[src/rtl/rr_mux_4_if.sv]
// Stream bundle around the 4-to-1 round-robin merge: four producer channels
// in, one registered consumer channel out, with the source tag alongside.
interface rr_mux_4_if #(
  parameter int DATA_WIDTH = 8
);

  // Producer side: one valid/ready pair per channel, data packed by channel.
  logic [3:0]              in_valid;
  logic [4*DATA_WIDTH-1:0] in_data;
  logic [3:0]              in_ready;

  // Consumer side: registered beat plus the index of the channel it came from.
  logic                    out_valid;
  logic [DATA_WIDTH-1:0]   out_data;
  logic [1:0]              out_sel;
  logic                    out_ready;

  // The merge block itself.
  modport slave (
    input  in_valid,
    input  in_data,
    input  out_ready,
    output in_ready,
    output out_valid,
    output out_data,
    output out_sel
  );

  // Whatever surrounds the merge: the producers and the consumer together.
  modport master (
    output in_valid,
    output in_data,
    output out_ready,
    input  in_ready,
    input  out_valid,
    input  out_data,
    input  out_sel
  );

endinterface

[src/rtl/rr_mux_4.sv]
// 4-to-1 stream multiplexer with round-robin arbitration.
// Four valid/ready producers are merged into one registered output beat. The
// beat carries a 2-bit tag naming its source channel, so a downstream 1-to-4
// demux can route it back. A rotating priority pointer starts the search at
// the channel after the last winner, which bounds every channel's wait to at
// most three other grants. in_ready is combinational but never depends on
// in_data.
module rr_mux_4 #(
  parameter int DATA_WIDTH = 8
) (
  input  logic         clk,
  input  logic         rst,
  rr_mux_4_if.slave    bus
);

  // ---------------------------------------------------------------------------
  // State
  // ---------------------------------------------------------------------------
  logic                  out_valid_q;
  logic [DATA_WIDTH-1:0] out_data_q;
  logic [1:0]            out_sel_q;
  logic [1:0]            ptr_q;       // channel searched first next time

  // ---------------------------------------------------------------------------
  // Arbitration signals
  // ---------------------------------------------------------------------------
  logic                  load;        // output register may take a new beat
  logic                  any_valid;   // at least one producer is offering
  logic [1:0]            winner;      // first valid channel from ptr_q upward
  logic                  accept;      // a handshake happens on this edge
  logic [DATA_WIDTH-1:0] winner_data;
  logic [3:0]            grant;

  // The register is free when it is empty, or when its beat leaves this cycle;
  // the latter is what gives back-to-back beats with no bubble.
  assign load = !out_valid_q || bus.out_ready;

  // Rotating search: try ptr, ptr+1, ptr+2, ptr+3 (mod 4), first valid wins.
  always_comb begin
    // NOTE: every variable assigned here gets a default first, so no path
    // through the loop can leave it unassigned and infer a latch.
    any_valid = 1'b0;
    winner    = ptr_q;
    for (int k = 0; k < 4; k++) begin
      logic [1:0] idx;
      idx = ptr_q + 2'(k);
      if (!any_valid && bus.in_valid[idx]) begin
        any_valid = 1'b1;
        winner    = idx;
      end
    end
  end

  // Hold ready low during reset so no producer sees a handshake that the
  // reset branch of the register would then discard.
  assign accept = load && any_valid && !rst;

  // One-hot grant toward the winning producer, or nothing at all.
  always_comb begin
    grant = 4'b0000;
    if (accept) begin
      grant[winner] = 1'b1;
    end
  end

  // Data path mux; it feeds only the register, never the ready logic.
  always_comb begin
    winner_data = bus.in_data[DATA_WIDTH*int'(winner) +: DATA_WIDTH];
  end

  // Output register and priority pointer.
  always_ff @(posedge clk) begin
    // NOTE: sequential state uses non-blocking assignments so every register
    // samples the values from before the edge, regardless of statement order.
    if (rst) begin
      // NOTE: the data and tag registers are reset too, not just the valid
      // flag, because their reset values are visible at the ports.
      out_valid_q <= 1'b0;
      out_data_q  <= '0;
      out_sel_q   <= 2'b00;
      ptr_q       <= 2'd0;
    end else if (load) begin
      if (any_valid) begin
        out_valid_q <= 1'b1;
        out_data_q  <= winner_data;
        out_sel_q   <= winner;
        ptr_q       <= winner + 2'd1;   // 3 wraps to 0
      end else begin
        // Drain with nothing behind it: go empty but keep the last payload.
        out_valid_q <= 1'b0;
      end
    end
  end

  // ---------------------------------------------------------------------------
  // Port drive
  // ---------------------------------------------------------------------------
  assign bus.in_ready  = grant;
  assign bus.out_valid = out_valid_q;
  assign bus.out_data  = out_data_q;
  assign bus.out_sel   = out_sel_q;

  // ---------------------------------------------------------------------------
  // Protocol properties
  // ---------------------------------------------------------------------------
  // Never grant more than one producer in a cycle.
  a_grant_onehot0 : assert property (@(posedge clk) $onehot0(bus.in_ready));

  // A stalled beat stays put until the consumer takes it.
  a_hold_stable : assert property (
    @(posedge clk) disable iff (rst)
    (out_valid_q && !bus.out_ready) |=>
      (out_valid_q && $stable(out_data_q) && $stable(out_sel_q))
  );

  // No producer is offered ready while the register is stalled.
  a_no_grant_when_full : assert property (
    @(posedge clk) (!load) |-> (bus.in_ready == 4'b0000)
  );

endmodule

[src/flat_wrapper.sv]
// flat-port wrapper written by rule: the top's interface ports become plain ports
module rr_mux_4_flat 
#(
  parameter int DATA_WIDTH = 8
)
  (clk, rst, bus_in_valid, bus_in_data, bus_out_ready, bus_in_ready, bus_out_valid, bus_out_data, bus_out_sel);
  rr_mux_4_if #(.DATA_WIDTH(DATA_WIDTH)) bus_i ();
  input  logic clk;
  input  logic rst;
  input wire logic [$bits(bus_i.in_valid)-1:0] bus_in_valid;
  input wire logic [$bits(bus_i.in_data)-1:0] bus_in_data;
  input wire logic [$bits(bus_i.out_ready)-1:0] bus_out_ready;
  output wire logic [$bits(bus_i.in_ready)-1:0] bus_in_ready;
  output wire logic [$bits(bus_i.out_valid)-1:0] bus_out_valid;
  output wire logic [$bits(bus_i.out_data)-1:0] bus_out_data;
  output wire logic [$bits(bus_i.out_sel)-1:0] bus_out_sel;
  assign bus_i.in_valid = bus_in_valid;
  assign bus_i.in_data = bus_in_data;
  assign bus_i.out_ready = bus_out_ready;
  assign bus_in_ready = bus_i.in_ready;
  assign bus_out_valid = bus_i.out_valid;
  assign bus_out_data = bus_i.out_data;
  assign bus_out_sel = bus_i.out_sel;
  rr_mux_4 #(.DATA_WIDTH(DATA_WIDTH)) u_core (.clk(clk), .rst(rst), .bus(bus_i));
endmodule
[config.mk]
export PLATFORM = sky130hd
export DESIGN_NAME = rr_mux_4_flat
export DESIGN_NICKNAME = d
export VERILOG_FILES = /design/src/rtl/rr_mux_4_if.sv /design/src/rtl/rr_mux_4.sv /design/src/flat_wrapper.sv
export SDC_FILE = /design/constraint.sdc
export NUM_CORES = 1
export LEC_CHECK = 0
export CAP_MARGIN = 5
export CORE_ASPECT_RATIO = 0.75
export CORE_MARGIN = 3
export CORE_UTILIZATION = 34
export DETAILED_ROUTE_END_ITERATION = 8
export GPL_TIMING_DRIVEN = 0
export MAX_ROUTING_LAYER = met4
export PLACE_DENSITY = 0.89
export SLEW_MARGIN = 40
export SYNTH_ARGS = -nofsm -noshare
export SYNTH_HDL_FRONTEND = slang
export SYNTH_SLANG_ARGS = --single-unit
[constraint.sdc]
create_clock -name clk -period 2.3 [get_ports clk]
set_input_delay 0.575 -clock clk [delete_from_list [all_inputs] [get_ports clk]]
set_output_delay 0.575 -clock clk [all_outputs]
set_load 0.01 [all_outputs]
==> key figures <==
Place
  • DP HPWL: 1930 um
  • IO Port Bufs: 53
  • Placed Instances: 161
  • Post-DP Area: 1320 um2
  • Gpl congestion: 0.728

STA
  • RSZ-0062 raised after global routing: yes
  • Setup violations, final: 4
  • Fin crit share: 1.05
  • Fin. max-slew vios: 0
  • Least-Margin Pin Slew: 0.542 ns
  • Final Skew: 0.00138 ns
  • PnR worst setup slack: -0.109 ns
  • Fmax: 415 MHz
  • Fin. Hold Viols: 0
  • Post-layout min period: 2.41 ns
  • Slew headroom: 0.638
  • Final hold slack: 0.477 ns

GRT
  • Number of global-route vias before repair: 981
  • Global-route wire length before repair: 4170 um
  • Largest net degree at the start of global routing: 11
  • GRT Residual Overflow: 0
  • Initial antenna violation count: 0
  • Total track usage: 0.205

Route
  • Drt pass-1 iters: 4
  • 1st-iter DRT viols: 19
  • Vias per cell: 5.23
  • Wirelength per Cell: 15.1 um
  • Via Count: 952
  • DRC: 0
  • Antenna violation net count after detailed routing: 0
  • Total routed wirelength: 2760 um

Yosys
  • Distinct cell type count after synthesis: 21
  • Synth warn: 0
  • Async S/R FF share, synth: 0
  • Avg Cell Area, Syn: 9.06 um2
  • Cell taking the most area after synthesis: dfxtp_1
  • Post-synth top area share: 0.342
  • Top_reg_cell synth: dfxtp_1
  • Post-synth EDFFs: 0
  • Synth area leaders: dfxtp_1, mux2i_1, o221ai_1
  • Most common cell in the netlist: mux2i_1
  • Syn nets: 123
  • Flops & latches, synth: 13
  • Cell count after synthesis: 84
  • Commonest cells post-synth: mux2i_1, dfxtp_1, nand2_1
  • Cell area after synthesis: 761 um2
  • Register area share after synthesis: 0.342

Setup path
  • Worst Setup Path Type: reg -> out
  • CP Launch Type: register
  • Critical path origin: u_core.ptr_q[1]
  • Worst setup EP type: output pin
  • Max FO, Critical Path: 3
  • Reg-to-Reg Start: u_core.ptr_q[0]
  • CP Data Required Time: 1.73 ns
  • CP Data Arrival Time: 1.83 ns

CTS
  • Sink Count: 13
  • CTS buffer count: 3
  • CTS tree: done
  • Clock slew seen by the registers of the worst setup and hold paths: 0.07 ns
  • Worst skew pair latency: 0.27 ns
  • Hold_buf cts: 0
  • Maximum clock path buffer count: 2
  • H-tree depth: 1
  • Root Driver: clkbuf_4

Finish
  • Fin nets: 198
  • Antenna cells: 0
  • Fin area: 1530 um2
  • FF+latch area: 265 um2
  • Fin util: 0.742
  • Multi-input logic area: 518 um2
  • Layout fillers: 159
  • Syn-to-layout area delta: 101%
  • Share of cells above drive strength 1: 0.285
  • Post-route non-filler standard cell count: 182

Worst hold path
  • Path category of the worst min-delay check: reg -> reg
  • Critical hold path startpoint: u_core.bus.out_data[4]

Power
  • Worst vdd ir: 0.313 mV
  • PwrDens: 561 nW/um2
  • Leakage: 0.660 nW

Floorplanning
  • Io pins: 54
  • Rows: 14
  • Die W: 60.6 um
  • DIE AREA: 2850 um2
  • Core Area: 2070 um2
  • Starting Density: 0.368
  • Chip Height: 47.0 um

Run status
  • Outcome: finished with violations
  • Failing checks: negative setup slack

Flow run
  • Max_cap viols: 0
==> final timing paths <==
| kind | end | slack [ns] | cells past startpoint |
|---|---|---|---|
| max | bus_in_ready[1] | -0.11 | 6 |
| min reg2reg | u_core.bus.out_data[4] | 0.48 | 2 |
| max reg2reg | u_core.bus.out_data[0] | 0.18 | 10 |
| min | u_core.bus.out_data[4] | 0.48 | 2 |
==> registers in the layout, summed over array words and instances, names as in the netlist <==
register / flops
u_core.bus.out_sel: 2
u_core.bus.out_data: 8
u_core.ptr_q: 2
u_core.bus.out_valid: 1
==> per-layer routing <==
metal  wire length (um)  track usage  vias up
met5                  0            -        -
met4                 19       0.0649        0
li1                   -            -      464
met3                201       0.0522        2
met2               1370        0.350       39
met1               1160        0.237      447
==> cell families after synthesis <==
| kind of cell | Yosys count | share of synthesized area |
|---|---|---|
| flops | 13 | 0.342 |
| simple gates | 25 | 0.151 |
| compound gates | 19 | 0.207 |
| xor+xnor | 1 | 0.0115 |
| buf+inv | 8 | 0.0510 |
| mux | 18 | 0.237 |
==> through the flow <==
step / power (mW) / TNS, ns / setup WS, ns
floorplan: 0.456 / 0 / 0.0376
detailed placement: 0.630 / -7.11 / -1.16
finish: 0.861 / -0.380 / -0.109
global placement: 0.618 / -6.30 / -1.12
global route: 0.910 / -0.620 / -0.176
CTS: 0.836 / -0.512 / -0.152
==> what timing repair did <==
item | in CTS | in global routing
pin swaps | 7 | 7
setup endpoints to repair | 12 | 4
buffers inserted | 14 | 4
gates resized for setup | 49 | 8
==> critical path, cell delays in order, from the launching register on <==
cell	delay [ns]
dfxtp_4	0.35
or3b_4	0.24
o311ai_4	0.08
o22a_1	0.24
or3b_4	0.40
nor2_1	0.11
buf_2	0.14
==> cell usage in the layout, fill, tap and decap left out, types with 3 or more instances in the layout <==
cell type	n
clkdlybuf4s50_1	44
clkbuf_4	3
mux2i_1	18
nand2_1	9
buf_2	4
nor2_1	8
dfxtp_1	11
buf_4	18
inv_1	4
buf_6	4
o221ai_1	8
==> area by class of cell <==
class	count	share of cell area
well taps	24	0.0196
plain buffers	2	0.0122
multi-input cells	63	0.338
flip-flops and latches	13	0.173
repair buffers	71	0.428
clock buffers	4	0.0171
inverters	5	0.0122
==> power breakdown <==
group / switching [mW] / total, mW / internal, mW
sequential: 0.0206 / 0.283 / 0.262
combinational: 0.177 / 0.440 / 0.263
clock: 0.0705 / 0.138 / 0.0672
total: 0.269 / 0.861 / 0.592
(Power assumes the default switching activity.)
